**config.mk**
```make
export PLATFORM = sky130hd
export DESIGN_NAME = adder_measure_sequencer_flat
export DESIGN_NICKNAME = d
export VERILOG_FILES = /design/src/rtl/adder_measure_sequencer_if.sv /design/src/rtl/adder_measure_sequencer.sv /design/src/flat_wrapper.sv
export SDC_FILE = /design/constraint.sdc
export NUM_CORES = 1
export LEC_CHECK = 0
export ABC_AREA = 1
export CAP_MARGIN = 20
export CORE_MARGIN = 5
export CORE_UTILIZATION = 49
export CTS_CLUSTER_DIAMETER = 40
export DETAILED_ROUTE_END_ITERATION = 12
export HOLD_SLACK_MARGIN = 0.02
export PLACE_DENSITY_LB_ADDON = 0.12
export SKIP_LAST_GASP = 1
export SLEW_MARGIN = 10
export SYNTH_ARGS = -nofsm -noshare
export SYNTH_HDL_FRONTEND = slang
export SYNTH_SLANG_ARGS = --single-unit
```
**constraint.sdc**
```tcl
create_clock -name wb_clk_i -period 2.8 [get_ports wb_clk_i]
set_clock_uncertainty 0.1 [all_clocks]
set_input_delay 0.56 -clock wb_clk_i [delete_from_list [all_inputs] [get_ports wb_clk_i]]
set_output_delay 0.56 -clock wb_clk_i [all_outputs]
set_load 0.01 [all_outputs]
```
**src/rtl/adder_measure_sequencer_if.sv**
```systemverilog
// Adder-macro side of the measurement sequencer: operand drive, ring control,
// and the adder's observable outputs.
interface adder_measure_sequencer_if;
    logic [31:0] a_input;
    logic [31:0] b_input;
    logic        ring_en;
    logic        count_clr;
    logic [31:0] ring_count;
    logic [31:0] s_output;
    logic        chain_out;

    modport master (
        output a_input, b_input, ring_en, count_clr,
        input  ring_count, s_output, chain_out
    );

    modport slave (
        input  a_input, b_input, ring_en, count_clr,
        output ring_count, s_output, chain_out
    );
endinterface

```
**src/rtl/adder_measure_sequencer.sv**
```systemverilog
// Measurement sequencer for the instrumented Brent-Kung adder: load, settle, gate the
// ring oscillator, drain, capture. Define ACCUM_EN to accumulate repeat_n back-to-back runs.
module adder_measure_sequencer #(
    parameter int unsigned SETTLE_CYCLES = 4,
    parameter int unsigned DRAIN_CYCLES  = 4
) (
    input  logic                      wb_clk_i,
    input  logic                      wb_rst_n,
    input  logic                      start,
    input  logic                      abort,
    input  logic [31:0]               a_in,
    input  logic [31:0]               b_in,
    input  logic [15:0]               gate_cycles,
    input  logic [7:0]                repeat_n,
    adder_measure_sequencer_if.master adder,
    output logic                      busy,
    output logic                      done,
    output logic                      start_err,
    output logic [31:0]               result,
    output logic                      sum_err
);

    localparam logic [15:0] SETTLE_LAST = 16'(SETTLE_CYCLES - 1);
    localparam logic [15:0] DRAIN_LAST  = 16'(DRAIN_CYCLES - 1);

    typedef enum logic [2:0] {
        ST_IDLE,
        ST_LOAD,
        ST_SETTLE,
        ST_GATE,
        ST_DRAIN,
        ST_CAPTURE
    } state_e;

    state_e      state_q;
    logic [15:0] gate_q;
    logic [15:0] cnt_q;
    logic [31:0] a_input_q;
    logic [31:0] b_input_q;
    logic        ring_en_q;
    logic        count_clr_q;
    logic        done_q;
    logic        start_err_q;
    logic [31:0] result_q;
    logic        sum_err_q;

    logic [32:0] sum_exp_d;
    logic        mismatch_d;
    logic [31:0] result_d;

    // a_input_q/b_input_q double as the operand latch; they only move on entry to LOAD.
    assign sum_exp_d  = {1'b0, a_input_q} + {1'b0, b_input_q};
    assign mismatch_d = ({adder.chain_out, adder.s_output} != sum_exp_d);

`ifdef ACCUM_EN
    logic [7:0]  runs_q;
    logic [32:0] acc_d;

    assign acc_d    = {1'b0, result_q} + {1'b0, adder.ring_count};
    assign result_d = acc_d[32] ? '1 : acc_d[31:0];
`else
    logic unused_repeat;

    assign unused_repeat = ^repeat_n;
    assign result_d      = adder.ring_count;
`endif

    always_ff @(posedge wb_clk_i or negedge wb_rst_n) begin
        if (!wb_rst_n) begin
            state_q     <= ST_IDLE;
            gate_q      <= '0;
            cnt_q       <= '0;
            a_input_q   <= '0;
            b_input_q   <= '0;
            ring_en_q   <= 1'b0;
            count_clr_q <= 1'b0;
            done_q      <= 1'b0;
            start_err_q <= 1'b0;
            result_q    <= '0;
            sum_err_q   <= 1'b0;
`ifdef ACCUM_EN
            runs_q      <= '0;
`endif
        end else begin
            count_clr_q <= 1'b0;
            done_q      <= 1'b0;
            start_err_q <= 1'b0;
            if (abort && (state_q != ST_IDLE)) begin
                state_q   <= ST_IDLE;
                ring_en_q <= 1'b0;
            end else begin
                case (state_q)
                    ST_IDLE: begin
                        if (start) begin
                            if (gate_cycles != '0) begin
                                a_input_q   <= a_in;
                                b_input_q   <= b_in;
                                gate_q      <= gate_cycles;
                                result_q    <= '0;
                                sum_err_q   <= 1'b0;
                                count_clr_q <= 1'b1;
                                state_q     <= ST_LOAD;
`ifdef ACCUM_EN
                                runs_q      <= (repeat_n == '0) ? 8'd1 : repeat_n;
`endif
                            end else begin
                                start_err_q <= 1'b1;
                            end
                        end
                    end
                    ST_LOAD: begin
                        cnt_q   <= SETTLE_LAST;
                        state_q <= ST_SETTLE;
                    end
                    ST_SETTLE: begin
                        if (cnt_q == '0) begin
                            cnt_q     <= gate_q - 16'd1;
                            ring_en_q <= 1'b1;
                            state_q   <= ST_GATE;
                        end else begin
                            cnt_q <= cnt_q - 16'd1;
                        end
                    end
                    ST_GATE: begin
                        if (cnt_q == '0) begin
                            cnt_q     <= DRAIN_LAST;
                            ring_en_q <= 1'b0;
                            state_q   <= ST_DRAIN;
                        end else begin
                            cnt_q <= cnt_q - 16'd1;
                        end
                    end
                    ST_DRAIN: begin
                        if (cnt_q == '0) begin
                            state_q <= ST_CAPTURE;
                        end else begin
                            cnt_q <= cnt_q - 16'd1;
                        end
                    end
                    ST_CAPTURE: begin
                        result_q  <= result_d;
                        sum_err_q <= sum_err_q | mismatch_d;
`ifdef ACCUM_EN
                        if (runs_q > 8'd1) begin
                            runs_q      <= runs_q - 8'd1;
                            count_clr_q <= 1'b1;
                            state_q     <= ST_LOAD;
                        end else begin
                            done_q  <= 1'b1;
                            state_q <= ST_IDLE;
                        end
`else
                        done_q  <= 1'b1;
                        state_q <= ST_IDLE;
`endif
                    end
                    default: begin
                        ring_en_q <= 1'b0;
                        state_q   <= ST_IDLE;
                    end
                endcase
            end
        end
    end

    assign adder.a_input   = a_input_q;
    assign adder.b_input   = b_input_q;
    assign adder.ring_en   = ring_en_q;
    assign adder.count_clr = count_clr_q;
    assign busy            = (state_q != ST_IDLE);
    assign done            = done_q;
    assign start_err       = start_err_q;
    assign result          = result_q;
    assign sum_err         = sum_err_q;

endmodule

```
**src/flat_wrapper.sv**
```systemverilog
// flat-port wrapper written by rule: the top's interface ports become plain ports
module adder_measure_sequencer_flat 
#(
    parameter int unsigned SETTLE_CYCLES = 4,
    parameter int unsigned DRAIN_CYCLES  = 4
)
  (wb_clk_i, wb_rst_n, start, abort, a_in, b_in, gate_cycles, repeat_n, busy, done, start_err, result, sum_err, adder_a_input, adder_b_input, adder_ring_en, adder_count_clr, adder_ring_count, adder_s_output, adder_chain_out);
  adder_measure_sequencer_if adder_i ();
  input  logic wb_clk_i;
  input  logic wb_rst_n;
  input  logic start;
  input  logic abort;
  input  logic [31:0] a_in;
  input  logic [31:0] b_in;
  input  logic [15:0] gate_cycles;
  input  logic [7:0] repeat_n;
  output logic busy;
  output logic done;
  output logic start_err;
  output logic [31:0] result;
  output logic sum_err;
  output wire logic [$bits(adder_i.a_input)-1:0] adder_a_input;
  output wire logic [$bits(adder_i.b_input)-1:0] adder_b_input;
  output wire logic [$bits(adder_i.ring_en)-1:0] adder_ring_en;
  output wire logic [$bits(adder_i.count_clr)-1:0] adder_count_clr;
  input wire logic [$bits(adder_i.ring_count)-1:0] adder_ring_count;
  input wire logic [$bits(adder_i.s_output)-1:0] adder_s_output;
  input wire logic [$bits(adder_i.chain_out)-1:0] adder_chain_out;
  assign adder_a_input = adder_i.a_input;
  assign adder_b_input = adder_i.b_input;
  assign adder_ring_en = adder_i.ring_en;
  assign adder_count_clr = adder_i.count_clr;
  assign adder_i.ring_count = adder_ring_count;
  assign adder_i.s_output = adder_s_output;
  assign adder_i.chain_out = adder_chain_out;
  adder_measure_sequencer #(.SETTLE_CYCLES(SETTLE_CYCLES), .DRAIN_CYCLES(DRAIN_CYCLES)) u_core (.wb_clk_i(wb_clk_i), .wb_rst_n(wb_rst_n), .start(start), .abort(abort), .a_in(a_in), .b_in(b_in), .gate_cycles(gate_cycles), .repeat_n(repeat_n), .adder(adder_i), .busy(busy), .done(done), .start_err(start_err), .result(result), .sum_err(sum_err));
endmodule
```
==> results of run 1 <==
-- cell type report --
class	instances	area, um2
multi-input cells	1024	5070
clock buffers	17	425
inverters	160	601
flip-flops and latches	136	3400
diodes	1	2.50
clock inverters	15	168
repair buffers	265	2680
fillers	1599	5940
well taps	234	293
-- worst max-delay path: stages (launching register included) --
cell and delay, ns:
dfrtp_1 0.41, ha_1 0.42, nand2_1 0.14, inv_1 0.10, nand2_1 0.11, nor2_2 0.16
nand2_1 0.10, nand3_1 0.15, nand2_1 0.07, nand2_1 0.07, nand2_1 0.05, inv_1 0.06
nand3_2 0.08, nor2_2 0.11, nand3_1 0.09, nor2_2 0.19, nand3_2 0.11, nand3_2 0.07
nand2_1 0.05
-- flip-flops by register name, indices dropped and copies added, names as in the netlist --
| name | count |
|---|---|
| u_core.gate_q | 16 |
| u_core.cnt_q | 16 |
| u_core.adder.b_input | 32 |
| u_core.done | 1 |
| u_core.adder.ring_en | 1 |
| u_core.result | 32 |
| u_core.adder.count_clr | 1 |
| u_core.sum_err | 1 |
| u_core.state_q | 3 |
| u_core.adder.a_input | 32 |
| u_core.start_err | 1 |
-- power by group through the flow --
stage,clock (mW),sequential [mW],combinational [mW]
after CTS,2.32,3.27,8.99
final,2.28,3.29,9.12
after floorplan,0,3.39,5.72
after global placement,0,3.28,8.77
after detailed placement,0,3.29,8.91
after global routing,2.40,3.39,10.1
-- logic make-up (layout without fill, tap and decap cells) --
kind of cell | after synthesis | after routing | synth area share [%]
flops | 136 | 136 | 37.2
simple gates | 844 | 844 | 38.9
other cells | 0 | 1 | 0
buf+inv | 190 | 457 | 8.23
fa+ha+maj | 36 | 36 | 5.00
xor+xnor | 51 | 51 | 4.88
compound gates | 93 | 93 | 5.78
-- placed cells by master, fill, tap and decap left out, types with 2 or more instances in the layout --
cell type	netlist	layout
xor2_1	36	36
clkdlybuf4s50_1	0	249
nor4_1	5	5
inv_6	0	5
nor3_1	9	9
o31ai_1	3	3
nand2_2	24	24
a32oi_1	2	2
dfrtp_1	136	136
buf_4	5	9
buf_12	0	5
nor2_4	4	5
clkinvlp_4	0	4
nand4_1	14	14
o21ai_0	23	23
clkbuf_16	0	17
o22ai_1	9	9
inv_2	19	19
bufinv_16	0	2
nor3b_1	3	3
nor2_1	91	87
xnor2_1	15	15
nand2_1	577	577
nor3_2	3	3
nor2_2	9	12
o21ai_1	14	14
inv_1	140	140
ha_2	0	3
ha_4	0	2
clkinv_4	0	2
nand3_1	86	83
ha_1	35	30
o21bai_1	4	4
nand3b_1	7	7
a21oi_1	30	30
nand3_2	4	7
o32ai_1	2	2
-- path summary, 6_finish.rpt --
check,from,end,depth (start not counted)
min,u_core.result[5],u_core.result[5],2
max reg2reg,u_core.adder.a_input[7],u_core.sum_err,18
min in group asynchronous,wb_rst_n,u_core.gate_q[7],2
max,u_core.adder.a_input[7],u_core.sum_err,18
max in group asynchronous,wb_rst_n,u_core.cnt_q[14],3
min reg2reg,u_core.result[5],u_core.result[5],2
-- through the flow --
stage	hold slack, ns	util, %	setup WS (ns)
floorplan	0.164	-	0.385
global placement	0.361	64.5	0.0711
detailed placement	0.364	64.5	0.0522
CTS	0.382	67.7	0.000646
global route	0.406	68.0	-0.0440
finish	0.377	68.0	0.0838
-- what timing repair did --
action,CTS,global route
gates resized for setup,0,15
hold endpoints to repair,4,0
hold buffers,1,0
setup endpoints to repair,0,1
-- metal layers --
metal	part of all wire, %	global-route usage [%]
met1	41	32.5
met2	49	45.3
met3	7.3	6.85
met4	2.8	8.04
met5	0.11	0
==> results.json, run 1 <==
{
  "outcome": "complete, no violations",
  "synth_common_cells": "nand2_1, inv_1, dfrtp_1, nor2_1, nand3_1",
  "finalCriticalPeriod_ns": 2.72,
  "end_kind": "register",
  "grt_usage_pct": 26.3,
  "ys_warn_count": 0,
  "die_area_um2": 21500,
  "power_density_nw_per_um2": 1160,
  "synth.most_common_cell": "nand2_1",
  "p_int_mw": 7.57,
  "p_total_mw": 14.7,
  "antenna_found_initial": 4,
  "seq_area_frac_synth_pct": 37.2,
  "syn_area_um2": 9160,
  "ant_nets": 0,
  "cts.clk_slew.worst_paths_ns": 0.07,
  "synth_flop_cell": "dfrtp_1",
  "grt_pass1_vias": 9245,
  "drt_iter0_drc": 699,
  "synth-seq-cells": 136,
  "critPathKind": "reg -> reg",
  "yosysTopAreaCell": "dfrtp_1",
  "layout.cells.non_filler": 1852,
  "syn_avg_cell_area_um2": 6.78,
  "fin_nets": 1797,
  "p_comb_share_pct": 62.1,
  "grt_max_degree": 59,
  "synth_nets": 1543,
  "tns_ns": 0,
  "setup_viol": 0,
  "peakVddDrop_mv": 0.553,
  "routed_via_density": 5.15,
  "area_growth_pct": 38.1,
  "worst-endpoint-required_ns": 3.01,
  "port_buffers": 250,
  "finalWirelength_um": 28700,
  "drive_gt1_share_pct": 8.04,
  "slew_headroom_pct": 62.5,
  "switching_share_pct": 48.5,
  "numCtsBuffers": 17,
  "worst_setup_path_start_kind": "register",
  "yosysUniqueCellTypes": 46,
  "post-route-period-util_pct": 97.0,
  "drv_cap": 0,
  "die_h_um": 147,
  "reg2reg_setup_slack_ns": 0.08,
  "num_vias": 9530,
  "arrival_ns": 2.93,
  "final_max_slew_viol_count": 0,
  "clock-sinks": 136,
  "drtPass1Iterations": 5,
  "stdcell_area_um2": 12600,
  "cts.root.buffer_cell": "clkbuf_16",
  "ios": 259,
  "drc": 0,
  "synth_area_leaders": "dfrtp_1, nand2_1, inv_1",
  "core_um2": 18600,
  "initial_core_util_pct": 49.3,
  "worst_pin_slew_ns": 0.562,
  "placedInstanceArea_um2": 12000,
  "power.share.sequential_pct": 22.4,
  "overflow": 0,
  "post_cts_buffers": 0,
  "rsz0062_at_grt": "yes",
  "hp-class": "reg -> reg",
  "die_x_um": 147,
  "p_leak_nw": 6.47,
  "place_inst": 1818,
  "rows": 50,
  "wire_per_inst_um": 15.5,
  "synth_top_cell_area_share_pct": 37.2,
  "clk_latency_ns": 0.43,
  "synth_edf_count": 0,
  "clock_path_buffers": 2,
  "pwr-share-clk_pct": 15.5,
  "cp_max_fo": 4,
  "grt_pass1_wl_um": 46100,
  "netSwitchingPower_mw": 7.13,
  "synth-async-reset-ratio_pct": 100,
  "htree_levels": 4,
  "place.gp.congestion": 0.920,
  "hold_violations": 0,
  "max_freq_mhz": 368,
  "synth_cells": 1350,
  "cts_tree": "built",
  "hpwl_um": 22100
}
(Power assumes the default switching activity.)
==> inputs of run 2 (changes only) <==
--- a/config.mk
+++ b/config.mk
@@ -13,6 +13,7 @@
 export DETAILED_ROUTE_END_ITERATION = 12
 export HOLD_SLACK_MARGIN = 0.02
 export PLACE_DENSITY_LB_ADDON = 0.12
+export SETUP_SLACK_MARGIN = 0.1
 export SKIP_LAST_GASP = 1
 export SLEW_MARGIN = 10
 export SYNTH_ARGS = -nofsm -noshare
==> results of run 2 <==
Same layout as run 1: the final DEF is identical, and so are final timing and power.
Among the figures that moved: number of gates resized after CTS 0 -> 2
